$ cat config.mk
export PLATFORM = sky130hd
export DESIGN_NAME = router_fifo_param
export DESIGN_NICKNAME = d
export VERILOG_FILES = /design/src/rtl/router_fifo_param.sv
export SDC_FILE = /design/constraint.sdc
export NUM_CORES = 1
export LEC_CHECK = 0
export CAP_MARGIN = 10
export CORE_UTILIZATION = 54
export DETAILED_ROUTE_END_ITERATION = 10
export PLACE_DENSITY = 0.77
export SETUP_SLACK_MARGIN = 0.5
export SLEW_MARGIN = 20
export SYNTH_ARGS = -nofsm -noshare
export SYNTH_HDL_FRONTEND = slang
export SYNTH_SLANG_ARGS = --single-unit
$ cat constraint.sdc
create_clock -name clock -period 2.8 [get_ports clock]
set_clock_uncertainty 0.1 [all_clocks]
set_input_delay 0.56 -clock clock [delete_from_list [all_inputs] [get_ports clock]]
set_output_delay 0.56 -clock clock [all_outputs]
set_load 0.1 [all_outputs]
$ cat src/rtl/router_fifo_param.sv
// Parametrised per-destination output FIFO: tagged entries, registered read data,
// occupancy watermarks, read-side packet-length tracking and sticky error flags.
module router_fifo_param #(
    parameter int unsigned WIDTH     = 8,
    parameter int unsigned DEPTH     = 16,
    parameter int unsigned AF_MARGIN = 2,
    parameter int unsigned AE_MARGIN = 1
) (
    input  logic                           clock,
    input  logic                           resetn,
    input  logic                           soft_reset,
    input  logic                           write_enb,
    input  logic                           read_enb,
    input  logic                           lfd_state,
    input  logic [WIDTH-1:0]               data_in,
    output logic [WIDTH-1:0]               data_out,
    output logic                           data_out_valid,
    output logic                           hdr_out,
    output logic                           full,
    output logic                           empty,
    output logic                           almost_full,
    output logic                           almost_empty,
    output logic [$clog2(DEPTH+1)-1:0]     fill_count,
    output logic                           pkt_active,
    output logic                           overflow_err,
    output logic                           underflow_err
);

    localparam int unsigned PTR_W = $clog2(DEPTH);
    localparam int unsigned CNT_W = $clog2(DEPTH + 1);
    localparam int unsigned PKT_W = WIDTH - 2;
    localparam int unsigned ENT_W = WIDTH + 1;

    if (WIDTH < 4 || DEPTH < 4 || (DEPTH & (DEPTH - 1)) != 0) begin : g_param_check
        $error("router_fifo_param: WIDTH must be >= 4 and DEPTH a power of two >= 4");
    end

    logic [ENT_W-1:0] mem [DEPTH];
    logic [PTR_W-1:0] wr_ptr;
    logic [PTR_W-1:0] rd_ptr;
    logic [PKT_W-1:0] pkt_cnt;
    logic [ENT_W-1:0] rd_entry;
    logic             wr_acc;
    logic             rd_acc;
    logic [PKT_W:0]   pkt_inc;
    logic [PKT_W-1:0] pkt_load;

    // Status flags decode straight off the registered occupancy.
    assign full         = (fill_count == CNT_W'(DEPTH));
    assign empty        = (fill_count == CNT_W'(0));
    assign almost_full  = (fill_count >= CNT_W'(DEPTH - AF_MARGIN));
    assign almost_empty = (fill_count <= CNT_W'(AE_MARGIN));
    assign pkt_active   = (pkt_cnt != PKT_W'(0));

    assign wr_acc   = write_enb & ~full;
    assign rd_acc   = read_enb & ~empty;
    assign rd_entry = mem[rd_ptr];

    // Header length field plus the parity byte, saturating at all-ones.
    always_comb begin
        pkt_inc  = {1'b0, rd_entry[WIDTH-1:2]} + (PKT_W+1)'(1);
        pkt_load = pkt_inc[PKT_W] ? {PKT_W{1'b1}} : pkt_inc[PKT_W-1:0];
    end

    // Storage is deliberately left out of both resets.
    always_ff @(posedge clock) begin
        if (wr_acc && !soft_reset) begin
            mem[wr_ptr] <= {lfd_state, data_in};
        end
    end

    always_ff @(posedge clock or negedge resetn) begin
        if (!resetn) begin
            wr_ptr     <= '0;
            rd_ptr     <= '0;
            fill_count <= '0;
        end else if (soft_reset) begin
            wr_ptr     <= '0;
            rd_ptr     <= '0;
            fill_count <= '0;
        end else begin
            if (wr_acc) begin
                wr_ptr <= wr_ptr + PTR_W'(1);
            end
            if (rd_acc) begin
                rd_ptr <= rd_ptr + PTR_W'(1);
            end
            case ({wr_acc, rd_acc})
                2'b10:   fill_count <= fill_count + CNT_W'(1);
                2'b01:   fill_count <= fill_count - CNT_W'(1);
                default: fill_count <= fill_count;
            endcase
        end
    end

    // Registered read port: one-cycle latency, valid strobe per accepted read.
    always_ff @(posedge clock or negedge resetn) begin
        if (!resetn) begin
            data_out       <= '0;
            hdr_out        <= 1'b0;
            data_out_valid <= 1'b0;
        end else if (soft_reset) begin
            data_out       <= '0;
            hdr_out        <= 1'b0;
            data_out_valid <= 1'b0;
        end else begin
            data_out_valid <= rd_acc;
            if (rd_acc) begin
                data_out <= rd_entry[WIDTH-1:0];
                hdr_out  <= rd_entry[WIDTH];
            end
        end
    end

    // A tagged read always reloads, truncating any packet still in flight.
    always_ff @(posedge clock or negedge resetn) begin
        if (!resetn) begin
            pkt_cnt <= '0;
        end else if (soft_reset) begin
            pkt_cnt <= '0;
        end else if (rd_acc) begin
            if (rd_entry[WIDTH]) begin
                pkt_cnt <= pkt_load;
            end else if (pkt_cnt != PKT_W'(0)) begin
                pkt_cnt <= pkt_cnt - PKT_W'(1);
            end
        end
    end

    always_ff @(posedge clock or negedge resetn) begin
        if (!resetn) begin
            overflow_err  <= 1'b0;
            underflow_err <= 1'b0;
        end else if (soft_reset) begin
            overflow_err  <= 1'b0;
            underflow_err <= 1'b0;
        end else begin
            if (write_enb && full) begin
                overflow_err <= 1'b1;
            end
            if (read_enb && empty) begin
                underflow_err <= 1'b1;
            end
        end
    end

endmodule

==> reports/results.ini <==
[timing]
finalWorstPathRequiredPeriod_ns = 2.65
setup_total_negative_slack_ns = 0
layout_worst_path_cycle_share = 0.945
timing.hold.ws_ns = 0.413
grt_setup_unrepaired = true
slew-limit-headroom = 0.575
hold_viol = 0
maxSlewViolCount = 0
achievable-frequency_mhz = 378
setup_viol = 0
max_slew.worst_pin.slew_ns = 0.636

[min_path]
worst_min_delay_path_category = flop to flop
worst_hold_startpoint = overflow_err
hold_end = overflow_err
hold-path-cell-count = 2

[global_route]
grt_max_degree = 32
overflow = 0
grt_pass1_wl_um = 26500
grt_antenna_before_repair = 0
grt_pass1_vias = 4571
grt_use_total = 0.262

[placed_design]
hpwlAfterDp_um = 10200
placed_cell_area_sq_mm = 0.00822
routabilityCongestion = 0.892
place.port_buffers = 35

[worst_setup_path]
worst_path_max_delay_cell = sky130_fd_sc_hd__mux4_2
top_delay_family_on_crit_path = multiplexers
worst_path_most_repeated_cell = sky130_fd_sc_hd__mux4_2
end_kind = flop
worstPathRequired_ns = 3.02
worst-path-buf-inv = 1
worstSetupStartpointType = flop
worst_r2r_path_depth = 7
r2r_setup_slack_ns = 0.15
worstReg2RegStart = rd_ptr[0]
r2r-end = pkt_cnt[4]
timing.critical_path.cells = buf_12, mux4_2, mux4_2, nor3b_1, mux2_4, a211oi_2, a21o_1
critPathKind = flop to flop
arrival_ns = 2.86
total_number_of_cells_along_the_worst_setup_path = 7
critical_path_peak_fanout = 11
critical-path-max-stage-delay_ns = 0.58

[drt]
first_pass_iters = 5
overall_routed_net_length_um = 17100
ant_nets = 0
detailroute.wirelength.met3_um = 1130
vias = 4403
detail_route.wirelength.met1_um = 6900
drc = 0
met2_length_um = 8350
route.top_layer_used = met4
post_drt_wl_per_cell_um = 23.3
first_iter_violations = 357
detail_route.vias_per_cell = 6.02

[die]
design.portCount = 36
die_area_sq_mm = 0.0141
effective_utilization_at_floorplan = 0.555
die_h_um = 119
std_cell_rows = 42
placeableCoreArea_sq_mm = 0.0133
dieWidth_um = 119

[power_and_ir_drop]
power.leakage_nw = 3.39
vdd_ir_drop_max_uv = 679
sw_frac_of_total = 0.371
pwr-share-clk = 0.231
seqPwrFrac = 0.333
power.share.combinational = 0.436
powerDensity_mw_per_mm2 = 982
p_sw_w = 0.00348
internal_power_w = 0.00591

[clock_network]
cts_tree = built
worst_skew_pair.late_latency_ns = 0.43
cts_inserted_buffers = 17
hold_buffers = 0
clock_path_buffers = 2
cts.clk_slew.worst_paths_ns = 0.07
cts_root_buf = sky130_fd_sc_hd__clkbuf_16
clock_sink_count = 175
htreeDepth = 4

[yosys]
largest_family_of_logic_cells_by_synthesized_area = multiplexers
synth.area.mux_share = 0.127
synth-main-ff-cell = sky130_fd_sc_hd__edfxtp_1
avgSynthCellArea_sq_um = 16.9
syn_inst = 436
synthesis.area_sq_mm = 0.00737
synthesis.yosys.warnings = 0
synth_enable_flop_cells = 144
post_synth_fa_ha_maj_area_fraction = 0.0217
synth.net_count = 462
synthXorXnorAreaFrac = 0.0166
yosys.area_share.simple = 0.0672
async_reset_ff_frac = 0.177
synth_compound_gate_area_share = 0.0540
sequential_share_of_the_synthesized_area = 0.692
post_synth_num_cell_types = 48
ys_ff_latch = 175

[layout]
finalNetCount = 569
area_growth_pct = 29.7
final_layout_size_suffix_gt1_frac = 0.423
diodes = 0
stdcell_area_sq_mm = 0.00956

[job]
maxCapViolCount = 0

[outcome]
status = completed

[tightest hold or removal path: cells and delay by family, from the launching register on]
family / cells / cell delay (ns)
flops: 1 / 0.35
simple gates: 1 / 0.08
compound gates: 1 / 0.05
[worst max path at each step]
stage / start / endpoint / slack [ns]
2_1_floorplan: fill_count[1] / fill_count[4] / -0.44
3_5_place_dp: rd_ptr[0] / pkt_cnt[4] / 0.11
5_1_grt: rd_ptr[0] / pkt_cnt[0] / 0.10
3_3_place_gp: rd_ptr[0] / pkt_cnt[4] / 0.19
4_1_cts: rd_ptr[0] / pkt_cnt[4] / 0.22
6_report: rd_ptr[0] / pkt_cnt[4] / 0.15
[state kept, by name (all words and copies together), names as in the netlist, 4 cells and up]
register,cells
fill_count,5
data_out,8
mem,144
rd_ptr,4
pkt_cnt,6
wr_ptr,4
[what timing repair did]
| action | 4_1_cts | 5_1_grt |
|---|---|---|
| pin swaps | 20 | 13 |
| gates cloned | 2 | 0 |
| resized for setup | 32 | 23 |
| buffers inserted | 33 | 15 |
| endpoints found under the setup margin | 157 | 93 |
[stage by stage]
stage	utilization	setup WS [ns]	std cells	total power (W)
6_report	0.719	0.155	732	0.00939
5_1_grt	0.719	0.104	732	0.00974
4_1_cts	0.705	0.216	717	0.00898
2_1_floorplan	-	-0.438	436	0.00567
3_5_place_dp	0.618	0.113	650	0.00641
3_3_place_gp	0.618	0.189	650	0.00635
[per-layer routing]
| layer | global-route usage | vias up |
|---|---|---|
| li1 | - | 1906 |
| met1 | 0.351 | 2247 |
| met2 | 0.414 | 199 |
| met3 | 0.0469 | 51 |
| met4 | 0.138 | 0 |
| met5 | 0 | - |
[synth_stat cells, types with 2 or more instances]
| cell | n | area (sq um) |
|---|---|---|
| sky130_fd_sc_hd__edfxtp_1 | 144 | 4320 |
| sky130_fd_sc_hd__mux4_2 | 38 | 856 |
| sky130_fd_sc_hd__nand2_1 | 38 | 143 |
| sky130_fd_sc_hd__nor2_1 | 36 | 135 |
| sky130_fd_sc_hd__dfrtp_1 | 31 | 776 |
| sky130_fd_sc_hd__a21oi_1 | 15 | 75.1 |
| sky130_fd_sc_hd__ha_1 | 12 | 150 |
| sky130_fd_sc_hd__nor3_1 | 10 | 50.1 |
| sky130_fd_sc_hd__clkbuf_1 | 9 | 33.8 |
| sky130_fd_sc_hd__inv_1 | 9 | 33.8 |
| sky130_fd_sc_hd__xnor2_1 | 8 | 70.1 |
| sky130_fd_sc_hd__a22oi_1 | 7 | 52.6 |
| sky130_fd_sc_hd__xor2_1 | 6 | 52.6 |
| sky130_fd_sc_hd__a21o_1 | 5 | 37.5 |
| sky130_fd_sc_hd__mux2i_1 | 5 | 50.1 |
| sky130_fd_sc_hd__nor2b_1 | 5 | 31.3 |
| sky130_fd_sc_hd__buf_2 | 4 | 20.0 |
| sky130_fd_sc_hd__buf_6 | 4 | 45.0 |
| sky130_fd_sc_hd__nand2b_1 | 4 | 25.0 |
| sky130_fd_sc_hd__a211oi_1 | 3 | 22.5 |
| sky130_fd_sc_hd__a221oi_2 | 3 | 45.0 |
| sky130_fd_sc_hd__buf_4 | 3 | 22.5 |
| sky130_fd_sc_hd__mux2_2 | 3 | 33.8 |
| sky130_fd_sc_hd__nand3_1 | 3 | 15.0 |
| sky130_fd_sc_hd__nand4_1 | 3 | 18.8 |
| sky130_fd_sc_hd__a221oi_1 | 2 | 17.5 |
| sky130_fd_sc_hd__a32oi_1 | 2 | 17.5 |
| sky130_fd_sc_hd__and2_1 | 2 | 12.5 |
| sky130_fd_sc_hd__o21ai_0 | 2 | 10.0 |
| sky130_fd_sc_hd__o21bai_1 | 2 | 15.0 |
[cells by family (layout without fill, tap and decap cells)]
kind of cell               after synthesis  count (layout)
AOI/OAI and AO/OA                       50              50
buffers and inverters                   30             150
and+or+nand+nor                        108             108
DFF                                    175             175
xor gates and xnor gates                14              14
muxes                                   46              46
adders and majority gates               13              13
[power groups by stage]
stage          sequential, W  clock, W  combinational (W)
2_1_floorplan        0.00368         0            0.00199
6_report             0.00312   0.00217            0.00409
3_5_place_dp         0.00319         0            0.00322
3_3_place_gp         0.00318         0            0.00318
5_1_grt              0.00314   0.00231            0.00429
4_1_cts              0.00311   0.00220            0.00367
[placed cells by master (no fill, tap or decap), drive strengths merged, types with 2 or more instances in the layout]
master,count
a21oi,16
clkinv,4
a221oi,5
clkbuf,19
nor2b,5
nor3,10
nand2,40
inv,12
a22oi,7
xor2,6
nand3,3
buf,95
mux4,38
xnor2,8
dfrtp,31
o21ai,2
clkdlybuf4s50,13
o21bai,2
nor2,36
clkinvlp,5
mux2i,5
a211oi,3
nand4,3
a32oi,2
and2,2
mux2,3
ha,12
edfxtp,144
a21o,5
nand2b,4
[final cells by class]
type,count,area [sq um]
sequential,175,5110
fill,766,3730
multi-input combinational,231,2470
timing repair buffer,109,1170
clock buffer,19,433
tap,176,220
clock inverter,13,113
inverter,9,41.3
Note: power is estimated with default switching activity, not from simulation.
